### src/rtl/div_pkg.sv
// Shared types, opcodes and constants for the divider issue controller.
package div_pkg;
    localparam int XLEN = 64;

    localparam logic [1:0] OP_DIV  = 2'b00;
    localparam logic [1:0] OP_DIVU = 2'b01;
    localparam logic [1:0] OP_REM  = 2'b10;
    localparam logic [1:0] OP_REMU = 2'b11;

    typedef enum logic [1:0] {
        IDLE  = 2'd0,
        CHECK = 2'd1,
        BUSY  = 2'd2,
        DONE  = 2'd3
    } div_state_e;

    localparam logic [XLEN-1:0] ALL_ONES = {XLEN{1'b1}};
    localparam logic [XLEN-1:0] MOST_NEG = {1'b1, {(XLEN-1){1'b0}}};

    function automatic logic [XLEN-1:0] extend_word(input logic [XLEN-1:0] v, input logic sign_ext);
        return sign_ext ? {{(XLEN-32){v[31]}}, v[31:0]} : {{(XLEN-32){1'b0}}, v[31:0]};
    endfunction

    // W forms always sign-extend the 32-bit result, unsigned ones included.
    function automatic logic [XLEN-1:0] select_result(input logic [XLEN-1:0] q,
                                                      input logic [XLEN-1:0] r,
                                                      input logic is_rem,
                                                      input logic word);
        logic [XLEN-1:0] sel;
        sel = is_rem ? r : q;
        return word ? extend_word(sel, 1'b1) : sel;
    endfunction
endpackage

### src/rtl/div_special_detect.sv
// Flags divide-by-zero and signed overflow on prepared operands and
// supplies the architecturally defined quotient/remainder for them.
module div_special_detect
    import div_pkg::*;
(
    input  logic [XLEN-1:0] a,
    input  logic [XLEN-1:0] b,
    input  logic            is_signed,
    input  logic            word,
    output logic            is_div0,
    output logic            is_ovf,
    output logic [XLEN-1:0] bypass_q,
    output logic [XLEN-1:0] bypass_r
);
    logic ovf_word;
    logic ovf_full;

    assign is_div0  = (b == '0);
    assign ovf_word = (a[31:0] == 32'h8000_0000) && (b[31:0] == 32'hFFFF_FFFF);
    assign ovf_full = (a == MOST_NEG) && (b == ALL_ONES);
    assign is_ovf   = is_signed && (word ? ovf_word : ovf_full);

    // Overflow keeps the dividend as quotient; the two cases never overlap.
    assign bypass_q = is_div0 ? ALL_ONES : a;
    assign bypass_r = is_div0 ? a : '0;
endmodule

### src/rtl/div_sched_ctrl.sv
// Issue controller for the shared iterative divider: decode, operand prep,
// special-case bypass and core sequencing. DIV_RESULT_CACHE_EN adds a one-entry result cache.
module div_sched_ctrl #(
    parameter int XLEN        = 64,
    parameter int DIV_TIMEOUT = 127
) (
    input  logic            clk,
    input  logic            reset,
    input  logic            req_valid,
    output logic            req_ready,
    input  logic [1:0]      req_op,
    input  logic            req_word,
    input  logic [XLEN-1:0] req_a,
    input  logic [XLEN-1:0] req_b,
    input  logic            flush,
    output logic            rsp_valid,
    input  logic            rsp_ready,
    output logic [XLEN-1:0] rsp_data,
    output logic            err_timeout,
    output logic            div_in_valid,
    output logic [XLEN-1:0] div_a,
    output logic [XLEN-1:0] div_b,
    output logic            div_signed,
    output logic            div_flush,
    input  logic            div_result_valid,
    input  logic [XLEN-1:0] div_quotient,
    input  logic [XLEN-1:0] div_remainder
);
    import div_pkg::*;

    localparam int CW = $clog2(DIV_TIMEOUT + 1);

    div_state_e      state_q, state_d;
    logic [XLEN-1:0] a_q, a_d, b_q, b_d;
    logic [XLEN-1:0] rsp_data_q, rsp_data_d;
    logic            signed_q, signed_d, word_q, word_d, rem_q, rem_d;
    logic            req_ready_q, req_ready_d;
    logic            rsp_valid_q, rsp_valid_d;
    logic            err_timeout_q, err_timeout_d;
    logic [CW-1:0]   cnt_q, cnt_d, cnt_inc;

    logic            is_div0, is_ovf, bypass, cache_hit, core_done;
    logic [XLEN-1:0] bypass_q, bypass_r, hit_q, hit_r;

    div_special_detect u_detect (
        .a         (a_q),
        .b         (b_q),
        .is_signed (signed_q),
        .word      (word_q),
        .is_div0   (is_div0),
        .is_ovf    (is_ovf),
        .bypass_q  (bypass_q),
        .bypass_r  (bypass_r)
    );

    assign bypass    = is_div0 | is_ovf;
    assign cnt_inc   = cnt_q + 1'b1;
    assign core_done = (state_q == BUSY) && !flush && div_result_valid;

`ifdef DIV_RESULT_CACHE_EN
    logic            cache_valid_q, cache_valid_d, cache_signed_q, cache_signed_d;
    logic [XLEN-1:0] cache_a_q, cache_a_d, cache_b_q, cache_b_d;
    logic [XLEN-1:0] cache_quo_q, cache_quo_d, cache_rem_q, cache_rem_d;

    assign cache_hit = cache_valid_q && (cache_a_q == a_q) && (cache_b_q == b_q)
                       && (cache_signed_q == signed_q);
    assign hit_q = cache_quo_q;
    assign hit_r = cache_rem_q;

    always_comb begin
        cache_valid_d  = cache_valid_q;
        cache_signed_d = cache_signed_q;
        cache_a_d      = cache_a_q;
        cache_b_d      = cache_b_q;
        cache_quo_d    = cache_quo_q;
        cache_rem_d    = cache_rem_q;
        if (core_done) begin
            cache_valid_d  = 1'b1;
            cache_signed_d = signed_q;
            cache_a_d      = a_q;
            cache_b_d      = b_q;
            cache_quo_d    = div_quotient;
            cache_rem_d    = div_remainder;
        end
    end

    // Only reset invalidates; a flushed or timed-out op never reaches core_done.
    always_ff @(posedge clk) begin
        if (reset) begin
            cache_valid_q  <= 1'b0;
            cache_signed_q <= 1'b0;
            cache_a_q      <= '0;
            cache_b_q      <= '0;
            cache_quo_q    <= '0;
            cache_rem_q    <= '0;
        end else begin
            cache_valid_q  <= cache_valid_d;
            cache_signed_q <= cache_signed_d;
            cache_a_q      <= cache_a_d;
            cache_b_q      <= cache_b_d;
            cache_quo_q    <= cache_quo_d;
            cache_rem_q    <= cache_rem_d;
        end
    end
`else
    assign cache_hit = 1'b0;
    assign hit_q     = '0;
    assign hit_r     = '0;
`endif

    always_comb begin
        state_d       = state_q;
        a_d           = a_q;
        b_d           = b_q;
        signed_d      = signed_q;
        word_d        = word_q;
        rem_d         = rem_q;
        rsp_data_d    = rsp_data_q;
        cnt_d         = cnt_q;
        err_timeout_d = 1'b0;

        case (state_q)
            IDLE: begin
                if (req_valid && !flush) begin
                    signed_d = (req_op == OP_DIV) || (req_op == OP_REM);
                    rem_d    = (req_op == OP_REM) || (req_op == OP_REMU);
                    word_d   = req_word;
                    a_d      = req_word ? extend_word(req_a, signed_d) : req_a;
                    b_d      = req_word ? extend_word(req_b, signed_d) : req_b;
                    state_d  = CHECK;
                end
            end
            CHECK: begin
                if (flush) begin
                    state_d = IDLE;
                end else if (bypass) begin
                    rsp_data_d = select_result(bypass_q, bypass_r, rem_q, word_q);
                    state_d    = DONE;
                end else if (cache_hit) begin
                    rsp_data_d = select_result(hit_q, hit_r, rem_q, word_q);
                    state_d    = DONE;
                end else begin
                    cnt_d   = '0;
                    state_d = BUSY;
                end
            end
            BUSY: begin
                if (flush) begin
                    state_d = IDLE;
                end else if (div_result_valid) begin
                    rsp_data_d = select_result(div_quotient, div_remainder, rem_q, word_q);
                    state_d    = DONE;
                end else begin
                    cnt_d = cnt_inc;
                    if (cnt_inc == CW'(DIV_TIMEOUT)) begin
                        err_timeout_d = 1'b1;
                        state_d       = IDLE;
                    end
                end
            end
            DONE: begin
                if (flush || rsp_ready) state_d = IDLE;
            end
            default: state_d = IDLE;
        endcase

        rsp_valid_d = (state_d == DONE);
        req_ready_d = (state_d == IDLE);
    end

    always_ff @(posedge clk) begin
        if (reset) begin
            state_q       <= IDLE;
            a_q           <= '0;
            b_q           <= '0;
            signed_q      <= 1'b0;
            word_q        <= 1'b0;
            rem_q         <= 1'b0;
            rsp_data_q    <= '0;
            cnt_q         <= '0;
            req_ready_q   <= 1'b1;
            rsp_valid_q   <= 1'b0;
            err_timeout_q <= 1'b0;
        end else begin
            state_q       <= state_d;
            a_q           <= a_d;
            b_q           <= b_d;
            signed_q      <= signed_d;
            word_q        <= word_d;
            rem_q         <= rem_d;
            rsp_data_q    <= rsp_data_d;
            cnt_q         <= cnt_d;
            req_ready_q   <= req_ready_d;
            rsp_valid_q   <= rsp_valid_d;
            err_timeout_q <= err_timeout_d;
        end
    end

    // Start and abort track the live state so a flush in CHECK never starts the core.
    assign div_in_valid = (state_q == CHECK) && !flush && !bypass && !cache_hit;
    assign div_flush    = err_timeout_q || (flush && ((state_q == CHECK) || (state_q == BUSY)));

    assign req_ready   = req_ready_q;
    assign rsp_valid   = rsp_valid_q;
    assign rsp_data    = rsp_data_q;
    assign err_timeout = err_timeout_q;
    assign div_a       = a_q;
    assign div_b       = b_q;
    assign div_signed  = signed_q;
endmodule

### config.mk
export PLATFORM = sky130hd
export DESIGN_NAME = div_sched_ctrl
export DESIGN_NICKNAME = d
export VERILOG_FILES = /design/src/rtl/div_pkg.sv /design/src/rtl/div_special_detect.sv /design/src/rtl/div_sched_ctrl.sv
export SDC_FILE = /design/constraint.sdc
export NUM_CORES = 1
export LEC_CHECK = 0
export BUFFER_PORTS_ARGS = -buffer_cell sky130_fd_sc_hd__buf_2
export CAP_MARGIN = 10
export CORE_AREA = 4 4 179 181
export CTS_BUF_LIST = sky130_fd_sc_hd__clkbuf_8 sky130_fd_sc_hd__clkbuf_16
export DETAILED_ROUTE_END_ITERATION = 7
export DIE_AREA = 0 0 183 185
export PLACE_DENSITY = 0.64
export RECOVER_POWER = 50
export SLEW_MARGIN = 40
export SYNTH_ARGS = -nofsm -noshare
export SYNTH_HDL_FRONTEND = slang
export SYNTH_SLANG_ARGS = --single-unit
export TNS_END_PERCENT = 20
### constraint.sdc
create_clock -name clk -period 6.6 [get_ports clk]
set_clock_uncertainty 0.05 [all_clocks]
set_input_delay 0.33 -clock clk [delete_from_list [all_inputs] [get_ports clk]]
set_output_delay 0.33 -clock clk [all_outputs]
set_load 0.05 [all_outputs]
==> impl_metrics.yaml, run 1 <==
status:
  status: "finished, violations left"
  failed_checks: "max-capacitance violations, max-slew violations"
yosys:
  synth-simple-area-share: 0.2308
  ys_seq_elements: 207
  ys_warn_count: 0
  async_flop_share: 0
  synth_compound_area_frac: 0.2229
  yosysTopAreaCell: "dfxtp_1"
  synth_fp_nets: 1507
  postSynthCellCount: 1235
  yosysUniqueCellTypes: 48
  netlist_top_cells_area: "dfxtp_1 (41%), nand2_1 (7.3%), a211oi_1 (5.6%)"
  syn_avg_cell_area_sq_um: 8.099
  synth-seq-area-share: 0.4143
  yosys.area_share.xor_xnor: 0.001751
  yosys.area_share.adder: 0.02089
  yosysMostFrequentCell: "dfxtp_1"
  netlist_top_cells_count: "dfxtp_1 (207), nand2_1 (194), a21oi_1 (112), clkbuf_1 (92), a211oi_1 (75)"
  synth_top_family_by_area: "simple AND/OR/NAND/NOR gates"
  synthMuxAreaShare: 0.05779
  synth_edf_count: 0
  synth_top_area_frac: 0.4143
  synth_area_sq_mm: 0.01000
  ys.flop_type: "dfxtp_1"
cts:
  htree_levels: 1
  cts.path.max_buffers: 3
  clk_pin_slew_ps: 60
  cts_tree: "yes"
  cts_root_buf: "clkbuf_16"
  clkSinkCount: 207
  clk_latency_ps: 510
  cts_buffers: 24
  cts_resized: 0
global_route:
  global_route.overflow_total: 0
  grt_max_degree: 126
  grt_pass1_wl_um: 62660
  antenna_found_initial: 4
  track_usage: 0.2314
  grt_pass1_vias: 10640
placement:
  dpl.hpwl_um: 30740
  place_area_sq_mm: 0.01254
  place_inst: 2000
  gp_congestion: 0.8748
  dpl_worst_slack_ps: 2691
  port_buffers: 462
finish:
  utilization: 0.4453
  design_area_sq_mm: 0.01355
  area.growth.synth_to_final_pct: 35.48
  drive_gt1_frac: 0.2126
  fin_cells: 2089
  final_nets: 1944
worst_setup_path:
  worstPathMaxFanout: 72
  worstSetupStartpointType: "flop"
  worstPathArrival_ps: 5190
  worstSetupPathType: "reg2reg"
  endpoint_kind: "flop"
  cp.required_ps: 6950
routing:
  routed_via_density: 5.270
  drt_wl_total_um: 42230
  wire_per_inst_um: 20.21
  drt.antenna.violating_nets: 0
  drt_pass1_iterations: 7
  dr.first_iter.drc_count: 740
  vias: 11010
  drc: 0
floorplanning:
  initial_utilization: 0.3287
  die_h_um: 185
  rows: 64
  core_area_sq_mm: 0.03043
  dieArea_sq_mm: 0.03386
  die_x_um: 183
  io_pins: 463
run:
  maxCapViolations: 1
sta:
  period_needed_ps: 4837
  maxSlewViolCount: 62
  setup_tns_ps: 0
  slew-limit-headroom: -1.299
  period_share: 0.7329
  fmax_ghz: 0.2067
  setup_ws_ps: 1763
  rsz0062_at_grt: "no"
  finalHoldWorstSlack_ps: 16.33
  worst_pin_slew_ps: 3448
  setup_viol: 0
  hold_viol: 0
power_and_ir_drop:
  power.density_cell_area_mw_per_mm2: 255.0
  p_leak_nw: 4.895
  ir_drop_v: 0.0001692
  power_mw: 3.456
min_path:
  hp-class: "in2reg"
worst max-delay path, stage by stage, from the launching register on:
cell and delay [ps]:
dfxtp_1 350, inv_1 150, ha_1 230, and2_0 2480
buf_4 960, nor2_1 120, a211oi_1 280
worst paths after layout:
path	start	endpoint	slack [ps]	cells past startpoint
worst max register to register	state_q[0]	div_b[40]	1760	6
worst max-delay path	state_q[0]	div_b[40]	1760	6
worst min-delay path	req_b[9]	div_b[9]	20	3
worst min register to register	rsp_data[9]	rsp_data[9]	410	2
flip-flops by register name (all words and copies together) (netlist names):
signal and count:
cnt_q 7, div_a 64, div_b 64, div_signed 1
err_timeout 1, rem_q 1, req_ready 1, rsp_data 64
rsp_valid 1, state_q 2, word_q 1
area by class of cell:
cell class	instances	area, sq um
fillers	3198	16880
multi-input cells	901	5375
flip-flops and latches	207	4148
repair buffers	519	2625
clock buffers	32	721.9
well taps	396	495.5
clock inverters	11	103.9
inverters	19	71.32
diodes	4	10.01
what timing repair did:
item | in CTS | in global routing
hold buffers | 42 | 0
buffers inserted | 0 | 0
hold endpoints to repair | 42 | 0
cells in the final DEF, fill, tap and decap left out, types with 3 or more instances in the layout:
master,count
inv_1,22
dfxtp_1,206
or2_2,4
nand4b_1,3
ha_1,7
a211oi_1,75
a21o_1,22
nand4_1,20
o21ai_1,30
nand3b_1,32
a21oi_1,109
clkbuf_16,25
or3_1,6
mux2i_1,33
a21oi_2,3
nor2b_1,14
buf_4,14
mux2_2,22
maj3_1,11
nor4_1,27
o211ai_1,32
nand2b_1,67
nand3_1,3
buf_2,265
clkinv_2,5
o21ai_0,65
nand2_1,193
and2_1,3
or4_1,11
dlygate4sd3_1,42
clkbuf_8,7
clkbuf_1,195
diode_2,4
a211o_1,12
nor2_1,72
routing by layer:
layer,global-route usage,routed length [um],vias up
li1,-,-,5254
met1,0.3078,17920,5271
met2,0.3825,20150,416
met3,0.04713,3050,68
met4,0.06645,1098,0
met5,0,0,-
kinds of logic (layout without fill, tap and decap cells):
group	Yosys count	count (layout)
simple gates	464	464
mux	55	55
flops	207	207
buf+inv	127	581
fa+ha+maj	19	19
compound gates	361	361
other cells	0	4
xor+xnor	2	2
where the power goes:
part           internal [mW]  total (mW)  leakage [nW]  switching, mW
Clock                  0.840        1.37         0.422          0.535
Combinational          0.215       0.689          2.79          0.475
Sequential              1.31        1.39          1.69         0.0808
Total                   2.37        3.46          4.89           1.09
Power figures use the tool's default switching activity.
==> run 2, diff against run 1 <==
Settings changed: CORE_AREA 4 4 179 181 to 4 4 177 179, DIE_AREA 0 0 183 185 to 0 0 181 183, PLACE_DENSITY 0.64 to 0.67.
Clock period 6.6 ns to 4.25 ns, I/O delays scaled along.
==> impl_metrics.yaml, run 2 (same netlist as run 1, synthesis figures left out) <==
worst_setup_path:
  cp_slowest_stage_delay_ps: 1720
  crit_chain: "dlygate4sd3_1 -> clkbuf_1 -> nor2b_1 -> and2_1 -> buf_12 -> nor2_1 -> a211oi_1"
  reg2reg_to: "rsp_data[42]"
  reg2reg_from: "div_b[59]"
  worstPathMaxFanout: 76
  ff2ff_path_depth: 9
  cp.required_ps: 4600
  worstSetupStartpointType: "primary input"
  worstSetupPathType: "in2reg"
  worstPathArrival_ps: 3940
  rrSetupSlack_ps: 790
  endpoint_kind: "flop"
  cp_slowest_cell: "and2_1"
status:
  status: "finished, violations left"
  failed_checks: "max-capacitance violations, max-slew violations"
cts:
  clk_pin_slew_ps: 60
  htree_levels: 1
  cts_tree: "yes"
  clkSinkCount: 207
  cts_buffers: 24
  clk_latency_ps: 510
  cts.path.max_buffers: 3
  cts_root_buf: "clkbuf_16"
  cts_setup_buffers: 0
placement:
  port_buffers: 462
  gp_congestion: 0.9138
  dpl.hpwl_um: 30420
routing:
  routed_via_density: 5.343
  drt.antenna.violating_nets: 0
  drc: 0
  vias: 11620
  dr.first_iter.drc_count: 969
  wire_per_inst_um: 19.96
  drt_pass1_iterations: 5
  drt_wl_total_um: 43400
min_path:
  hold_path_depth: 3
  min_to: "div_b[1]"
  hp-start: "req_b[1]"
  hp-class: "in2reg"
power_and_ir_drop:
  swShare: 0.3260
  clock_power_share: 0.367
  p_leak_nw: 5.262
  comb_power_share: 0.220
  ir_drop_v: 0.0002942
  switching_power_mw: 1.701
  p_int_mw: 3.517
  power.density_cell_area_mw_per_mm2: 363.2
  power_frac_seq: 0.414
global_route:
  grt_pass1_wl_um: 65980
  grt_max_degree: 118
  grt_pass1_vias: 11310
  global_route.overflow_total: 0
  track_usage: 0.2451
  antenna_found_initial: 0
floorplanning:
  die_x_um: 181
  die_h_um: 183
  initial_utilization: 0.3384
  core_area_sq_mm: 0.02956
  dieArea_sq_mm: 0.03312
  io_pins: 463
  rows: 63
sta:
  fmax_ghz: 0.2784
  slew-limit-headroom: -0.5137
  maxSlewViolCount: 57
  period_needed_ps: 3591
  period_share: 0.8450
  setup_viol: 0
  worst_pin_slew_ps: 2271
  setup_tns_ps: 0
  finalHoldWorstSlack_ps: 17.77
  hold_viol: 0
  rsz0062_at_grt: "no"
finish:
  final_nets: 2039
  drive_gt1_frac: 0.1991
  layout_common_cells: "buf_2 (264), dfxtp_1 (206), clkbuf_1 (197), nand2_1 (193), dlygate4sd3_1 (131)"
  n_fill_cell: 2948
  area.growth.synth_to_final_pct: 43.64
  final_common_cell: "buf_2"
run:
  maxCapViolations: 1
[run 2: what timing repair did]
action / CTS / global route
resized for setup: 0 / 0
endpoints found under the setup margin: 0 / 0
endpoints found under the hold margin: 131 / 0
hold buffers: 131 / 0
[run 2: how the worst max path moves through the flow]
| stage | startpoint | end | slack [ps] | depth (start not counted) |
|---|---|---|---|---|
| floorplan | div_b[39] | rsp_data[35] | 1670 | 10 |
| global placement | div_b[59] | rsp_data[63] | 710 | 9 |
| detailed placement | div_b[58] | rsp_data[62] | 660 | 9 |
| CTS | div_b[59] | div_in_valid | 540 | 7 |
| global route | flush | div_b[36] | 370 | 7 |
| finish | flush | div_b[36] | 660 | 7 |
[run 2: final cells by class]
class / instances / area, sq um / share of cell area
clock inverters: 15 / 67.56 / 0.004703
clock buffers: 27 / 653.1 / 0.04546
diodes: 1 / 2.502 / 0.0001742
repair buffers: 614 / 3568 / 0.2484
flip-flops and latches: 207 / 4148 / 0.2887
multi-input cells: 901 / 5369 / 0.3737
well taps: 390 / 488.0 / 0.03396
inverters: 19 / 71.32 / 0.004964
[run 2: power groups by stage]
| stage | registers [mW] | logic [mW] | clock network [mW] |
|---|---|---|---|
| after CTS | 2.16 | 1.15 | 1.96 |
| after global routing | 2.17 | 1.22 | 2.03 |
| final | 2.16 | 1.15 | 1.91 |
| after floorplan | 2.47 | 0.396 | 0 |
| after detailed placement | 2.20 | 1.05 | 0 |
| after global placement | 2.20 | 1.05 | 0 |
[run 2: metrics by stage]
step | setup WS [ps] | util | cell area (sq um) | total power, mW | instances
after global routing | 372.8 | 0.4860 | 14370 | 5.427 | 2173
after global placement | 708.9 | 0.4247 | 12550 | 3.245 | 1999
after detailed placement | 659.0 | 0.4247 | 12550 | 3.256 | 1999
after floorplan | 1669 | - | 10000 | 2.864 | 1235
final | 658.6 | 0.4861 | 14370 | 5.218 | 2174
after CTS | 536.4 | 0.4935 | 14590 | 5.273 | 2172
[run 2: routing by layer]
| metal | part of all wire | vias up | global-route usage | routed length [um] |
|---|---|---|---|---|
| li1 | - | 5452 | - | - |
| met1 | 0.41 | 5466 | 0.3272 | 17840 |
| met2 | 0.47 | 585 | 0.3986 | 20420 |
| met3 | 0.079 | 113 | 0.05058 | 3437 |
| met4 | 0.039 | 0 | 0.08286 | 1693 |
| met5 | 0 | - | 0 | 0 |
[run 2: critical path, delay by kind of cell]
kind	cells	cell delay, ps
AND/OR/NAND/NOR	3	2200
buffers and inverters	3	1170
AO/OA/AOI/OAI	1	290
